### src/rtl/collision_detect.sv
// collision_detect: per-pixel duck/obstacle overlap monitor for the
// ducking-duck game. Counts lit-on-lit pixels inside the visible area in
// each frame, and raises a debounced, level-held hit flag once enough
// consecutive frames qualify. The game FSM clears the flag with hit_ack.
//
// state    | meaning
// ---------+-------------------------------------------------------------
// ST_IDLE  | game not running; hit low, streak and accumulator held at 0
// ST_ARMED | game running; each frame end scores the frame into the streak
// ST_HIT   | hit high; frame scoring suspended until hit_ack
module collision_detect #(
  parameter int CIDXW      = 3,
  parameter int CORDW      = 10,
  parameter int HIT_PIX    = 4,
  parameter int HIT_FRAMES = 2
) (
  input  logic             CLK,
  input  logic             RESET_N,
  input  logic [3:0]       state,
  input  logic [CORDW-1:0] hc,
  input  logic [CORDW-1:0] vc,
  input  logic [CIDXW:0]   duck_pix,
  input  logic [CIDXW:0]   obstacle_pix,
  input  logic             hit_ack,
  output logic             hit,
  output logic [7:0]       overlap_count,
  output logic             frame_done
);

  // Visible window in aligned scan coordinates
  localparam logic [CORDW-1:0] H_LO = CORDW'(143);
  localparam logic [CORDW-1:0] H_HI = CORDW'(784);
  localparam logic [CORDW-1:0] V_LO = CORDW'(34);
  localparam logic [CORDW-1:0] V_HI = CORDW'(516);

  typedef enum logic [1:0] {
    ST_IDLE  = 2'd0,
    ST_ARMED = 2'd1,
    ST_HIT   = 2'd2
  } fsm_t;

  // Scan-coordinate delay line; the pixel streams arrive two cycles late
  logic [CORDW-1:0] hc_p_q, hc_p_d, vc_p_q, vc_p_d;
  logic [CORDW-1:0] hc_a_q, hc_a_d, vc_a_q, vc_a_d;
  // Fill tracker: the zeroed pipeline after reset must not look like (0,0)
  logic [1:0]       vld_q, vld_d;

  fsm_t             fsm_q, fsm_d;
  logic             hit_q, hit_d;
  logic [3:0]       streak_q, streak_d;
  logic [7:0]       acc_q, acc_d;
  logic [7:0]       cnt_q, cnt_d;
  logic             fd_q, fd_d;

  logic             running;
  logic             in_win;
  logic             both_lit;
  logic             overlap;
  logic             frame_end;
  logic             frame_ok;
  logic [7:0]       acc_inc;
  logic [3:0]       streak_inc;

  // Next values of the coordinate delay line
  always_comb begin
    hc_p_d = hc;
    vc_p_d = vc;
    hc_a_d = hc_p_q;
    vc_a_d = vc_p_q;
    vld_d  = {vld_q[0], 1'b1};
  end

  // Coordinate delay line registers
  always_ff @(posedge CLK or negedge RESET_N) begin
    if (!RESET_N) begin
      hc_p_q <= '0;
      vc_p_q <= '0;
      hc_a_q <= '0;
      vc_a_q <= '0;
      vld_q  <= '0;
    end else begin
      hc_p_q <= hc_p_d;
      vc_p_q <= vc_p_d;
      hc_a_q <= hc_a_d;
      vc_a_q <= vc_a_d;
      vld_q  <= vld_d;
    end
  end

  assign running    = (state >= 4'd5) && (state <= 4'd10);
  assign in_win     = (hc_a_q >= H_LO) && (hc_a_q <= H_HI) &&
                      (vc_a_q >= V_LO) && (vc_a_q <= V_HI);
  assign both_lit   = (|duck_pix) && (|obstacle_pix);
  assign overlap    = running && in_win && both_lit;
  assign frame_end  = vld_q[1] && (hc_a_q == '0) && (vc_a_q == '0);
  assign acc_inc    = (overlap && (acc_q != 8'hFF)) ? acc_q + 8'd1 : acc_q;
  assign frame_ok   = acc_q >= 8'(HIT_PIX);
  assign streak_inc = streak_q + 4'd1;

  // Next-state, streak, accumulator and reporting logic
  always_comb begin
    fsm_d    = fsm_q;
    hit_d    = hit_q;
    streak_d = streak_q;
    acc_d    = frame_end ? 8'd0 : acc_inc;
    cnt_d    = frame_end ? acc_q : cnt_q;
    fd_d     = frame_end;
    case (fsm_q)
      ST_IDLE: begin
        hit_d    = 1'b0;
        streak_d = 4'd0;
        if (running) begin
          // Partial frame from here on counts toward the first frame end
          fsm_d = ST_ARMED;
        end else begin
          acc_d = 8'd0;
        end
      end
      ST_ARMED: begin
        if (!running) begin
          fsm_d    = ST_IDLE;
          streak_d = 4'd0;
          acc_d    = 8'd0;
        end else if (frame_end) begin
          if (frame_ok) begin
            if (streak_inc == 4'(HIT_FRAMES)) begin
              fsm_d    = ST_HIT;
              hit_d    = 1'b1;
              streak_d = 4'd0;
            end else begin
              streak_d = streak_inc;
            end
          end else begin
            streak_d = 4'd0;
          end
        end
      end
      ST_HIT: begin
        hit_d = 1'b1;
        // Ack beats a coincident frame end; that frame is dropped
        if (hit_ack) begin
          hit_d    = 1'b0;
          streak_d = 4'd0;
          acc_d    = 8'd0;
          fsm_d    = running ? ST_ARMED : ST_IDLE;
        end
      end
      default: begin
        fsm_d    = ST_IDLE;
        hit_d    = 1'b0;
        streak_d = 4'd0;
        acc_d    = 8'd0;
      end
    endcase
  end

  // FSM and registered outputs
  always_ff @(posedge CLK or negedge RESET_N) begin
    if (!RESET_N) begin
      fsm_q    <= ST_IDLE;
      hit_q    <= 1'b0;
      streak_q <= 4'd0;
      acc_q    <= 8'd0;
      cnt_q    <= 8'd0;
      fd_q     <= 1'b0;
    end else begin
      fsm_q    <= fsm_d;
      hit_q    <= hit_d;
      streak_q <= streak_d;
      acc_q    <= acc_d;
      cnt_q    <= cnt_d;
      fd_q     <= fd_d;
    end
  end

  assign hit           = hit_q;
  assign overlap_count = cnt_q;
  assign frame_done    = fd_q;

endmodule
### config.mk
export PLATFORM = sky130hd
export DESIGN_NAME = collision_detect
export DESIGN_NICKNAME = d
export VERILOG_FILES = /design/src/rtl/collision_detect.sv
export SDC_FILE = /design/constraint.sdc
export NUM_CORES = 1
export LEC_CHECK = 0
export BUFFER_PORTS_ARGS = -buffer_cell sky130_fd_sc_hd__buf_4
export CAP_MARGIN = 20
export CORE_AREA = 2 2 76 78
export CTS_CLUSTER_DIAMETER = 100
export DETAILED_ROUTE_END_ITERATION = 10
export DIE_AREA = 0 0 78 80
export GPL_TIMING_DRIVEN = 0
export MAX_ROUTING_LAYER = met4
export PLACE_DENSITY = 0.7
export SLEW_MARGIN = 10
export SYNTH_ARGS = -nofsm -noshare
export SYNTH_HDL_FRONTEND = slang
export SYNTH_SLANG_ARGS = --single-unit
### constraint.sdc
create_clock -name CLK -period 1.9 [get_ports CLK]
set_input_delay 0.57 -clock CLK [delete_from_list [all_inputs] [get_ports CLK]]
set_output_delay 0.57 -clock CLK [all_outputs]
set_load 0.02 [all_outputs]
==> impl_metrics.env <==
export IMPL_rr_endpoint="acc_q[3]"
export IMPL_synth_fp_nets=248
export IMPL_crit_fanout=5
export IMPL_hold_slack_ns=0.320
export IMPL_fin_nets=313
export IMPL_postPlaceCellArea_mm2=0.00308
export IMPL_worstPathRequired_ns=2.16
export IMPL_setup_tns_ns=-0.786
export IMPL_timing_fmax_mhz=484
export IMPL_slew_headroom_pct=47.1
export IMPL_rsz0062_at_grt="yes"
export IMPL_synth_edf_count=0
export IMPL_synthCells=204
export IMPL_synthTopCellsByArea="dfrtp_1, ha_1, mux2_2"
export IMPL_maxCapViolCount=0
export IMPL_wl_um=4950
export IMPL_synth_top_area_share_pct=62.6
export IMPL_grt_overflow_total=0
export IMPL_dieHeight_um=80
export IMPL_grt_antenna_before_repair=0
export IMPL_synth_cell_area_mm2=0.00264
export IMPL_violations="setup timing"
export IMPL_drt_iter0_drc=97
export IMPL_hold_path_class="in2async"
export IMPL_grt_max_degree=67
export IMPL_synth_seq_cells=66
export IMPL_ys_seq_area_share_pct=62.6
export IMPL_gr_usage_all_layers_pct=17.8
export IMPL_drtPass1Iterations=4
export IMPL_critPathLaunch="vc_a_q[3]"
export IMPL_wl_per_cell_um=14.3
export IMPL_worst_slack_ns=-0.168
export IMPL_fin_worst_skew_ns=0.00699
export IMPL_n_fill_cell=408
export IMPL_hpwl_um=3040
export IMPL_placed_cells=320
export IMPL_core_area_mm2=0.00541
export IMPL_clock_path_buffers=2
export IMPL_boundaryPins=45
export IMPL_die_area_mm2=0.00624
export IMPL_post_route_drc_count=0
export IMPL_place_gp_congestion=0.842
export IMPL_placement_rows=27
export IMPL_fin_cells=346
export IMPL_finalHoldViolations=0
export IMPL_clock_latency_ns=0.33
export IMPL_status="finished, violations left"
export IMPL_dieWidth_um=78
export IMPL_timing_final_crit_share_pct=109
export IMPL_portBuffers=44
export IMPL_start_util_pct=48.8
export IMPL_ant_nets=0
export IMPL_n_antenna_cell=0
export IMPL_postLayoutCellArea_mm2=0.00357
export IMPL_cts_tree="done"
export IMPL_fin_crit_ns=2.07
export IMPL_reg2reg_slack_ns=-0.17
export IMPL_worstMarginPinSlew_ns=0.794
export IMPL_clk_pin_slew_ns=0.07
export IMPL_yosys_warnings=0
export IMPL_powerDensity_mw_per_mm2=850
export IMPL_h_tree_depth=3
export IMPL_worstSetupPathType="reg2reg"
export IMPL_synth_top_area_cell="dfrtp_1"
export IMPL_via_count=1862
export IMPL_power_leakage_nw=1.58
export IMPL_arrival_ns=2.33
export IMPL_end_kind="register"
export IMPL_grt_pass1_vias=1828
export IMPL_finalSetupViolations=10
export IMPL_ff2ff_path_depth=6
export IMPL_cts_buffers_inserted=9
export IMPL_vias_per_cell=5.38
export IMPL_grt_pass1_wl_um=8130
export IMPL_startpoint_type="register"
export IMPL_syn_area_per_cell_um2=12.9
export IMPL_ys_types=45
export IMPL_cts_root_buf="clkbuf_8"
export IMPL_peakVddDrop_uv=665
export IMPL_cts_hold_buf=0
export IMPL_synth_ff_type="dfrtp_1"
export IMPL_synthToLayoutAreaGrowth_pct=35.1
export IMPL_crit_reg2reg_launch="vc_a_q[3]"
export IMPL_async_flop_share_pct=100
export IMPL_slew_violations=0
export IMPL_clock_sinks=66
export IMPL_endpoint="acc_q[3]"
export IMPL_drive_above_1_share_pct=43.1
-- metal layers --
layer | up-vias | track usage (%) | wire length [um]
met1 | 889 | 21.2 | 2030
met3 | 16 | 5.88 | 287
met5 | - | - | 0
li1 | 885 | - | -
met4 | 0 | 9.82 | 138
met2 | 72 | 26.8 | 2500
-- kinds of logic after synthesis --
logic type	count (synthesis)	share of synthesized area [%]
adders and majority gates	9	4.27
buffers and inverters	11	1.85
and+or+nand+nor	67	15.4
AOI/OAI and AO/OA	37	10.4
other	1	0.142
DFF	66	62.6
muxes	13	5.45
-- report_power, final --
| group | internal (mW) | switching, mW | total, mW |
|---|---|---|---|
| clock network | 0.643 | 0.524 | 1.17 |
| registers | 1.46 | 0.0453 | 1.51 |
| logic | 0.173 | 0.184 | 0.357 |
-- through the flow --
stage / utilization, % / total power, mW / setup WS (ns)
final: 66.0 / 3.03 / -0.168
after global routing: 66.0 / 3.18 / -0.250
after CTS: 64.1 / 3.05 / -0.169
after global placement: 57.1 / 1.82 / -0.321
after floorplan: - / 1.70 / -0.0645
after detailed placement: 57.1 / 1.83 / -0.352
-- timing repair --
item,CTS,global route
gates resized for setup,22,24
buffers inserted,10,2
pin swaps,15,14
endpoints found under the setup margin,21,23
-- synthesized netlist by cell type (all sizes together) (2+ instances only) --
cell type  instances
nor3               8
o211ai             3
nand4              3
o31ai              4
nand2b             2
clkbuf             3
and4               2
nand2              7
a22o               2
a21oi              8
nor2               5
dfrtp             66
a41oi              2
nor4               6
a21bo              4
nand3b             3
mux2i              2
o21ai              5
mux2              11
or2                2
and3               2
nand3             13
nor2b              2
inv                7
or4                7
ha                 9
nor3b              3
-- cells in the final DEF, fill, tap and decap left out, types with 3 or more instances in the layout --
master / netlist / routed
nand2_1: 7 / 7
nand3b_1: 3 / 3
nand3_1: 13 / 10
or4_4: 0 / 4
mux2_4: 0 / 5
nor3b_1: 3 / 3
mux2_2: 10 / 5
o211ai_1: 3 / 3
buf_6: 1 / 3
or4_1: 7 / 3
nor2_1: 5 / 5
inv_1: 7 / 7
a21bo_2: 3 / 3
ha_1: 9 / 9
clkbuf_8: 0 / 11
nor4_4: 1 / 6
dfrtp_1: 66 / 65
clkinv_4: 0 / 3
buf_4: 0 / 54
a21oi_1: 8 / 6
nand4_1: 3 / 3
nor3_1: 8 / 6
-- critical path: stages, from the launching register on --
cell	delay, ns
dfrtp_1	0.39
nor3_2	0.34
nand3_1	0.15
a221o_1	0.34
buf_6	0.14
or4_4	0.48
a21oi_2	0.14
-- worst min-delay path by stage --
| stage | start | endpoint | slack (ns) | depth (start not counted) |
|---|---|---|---|---|
| 3_5_place_dp | hc_a_d[6] | hc_a_q[6] | 0.33 | 0 |
| 4_1_cts | vc[3] | vc_a_d[3] | 0.31 | 1 |
| 3_3_place_gp | vc_a_d[8] | vc_a_q[8] | 0.33 | 0 |
| 6_report | RESET_N | streak_q[2] | 0.32 | 1 |
| 5_1_grt | vc[8] | vc_a_d[8] | 0.31 | 1 |
| 2_1_floorplan | RESET_N | acc_q[0] | 0.27 | 0 |
-- layout make-up --
type                            instances  area [um2]  area share, %
Timing Repair Buffer                   55         417           11.7
Clock buffer                           10         138           3.86
Inverter                                7        26.3          0.737
Clock inverter                          6        66.3           1.86
Multi-Input combinational cell        127        1140           32.0
Buffer                                  3        36.3           1.02
Sequential cell                        66        1650           46.3
Tap cell                               72        90.1           2.53
-- flip-flops by register name, summed over array words and instances, names as in the netlist --
register	cells
hit	1
overlap_count	8
hc_a_d	10
frame_done	1
hc_a_q	10
acc_q	8
vc_a_d	10
vld_q	2
vc_a_q	10
streak_q	4
fsm_q	2
(Power assumes the default switching activity.)
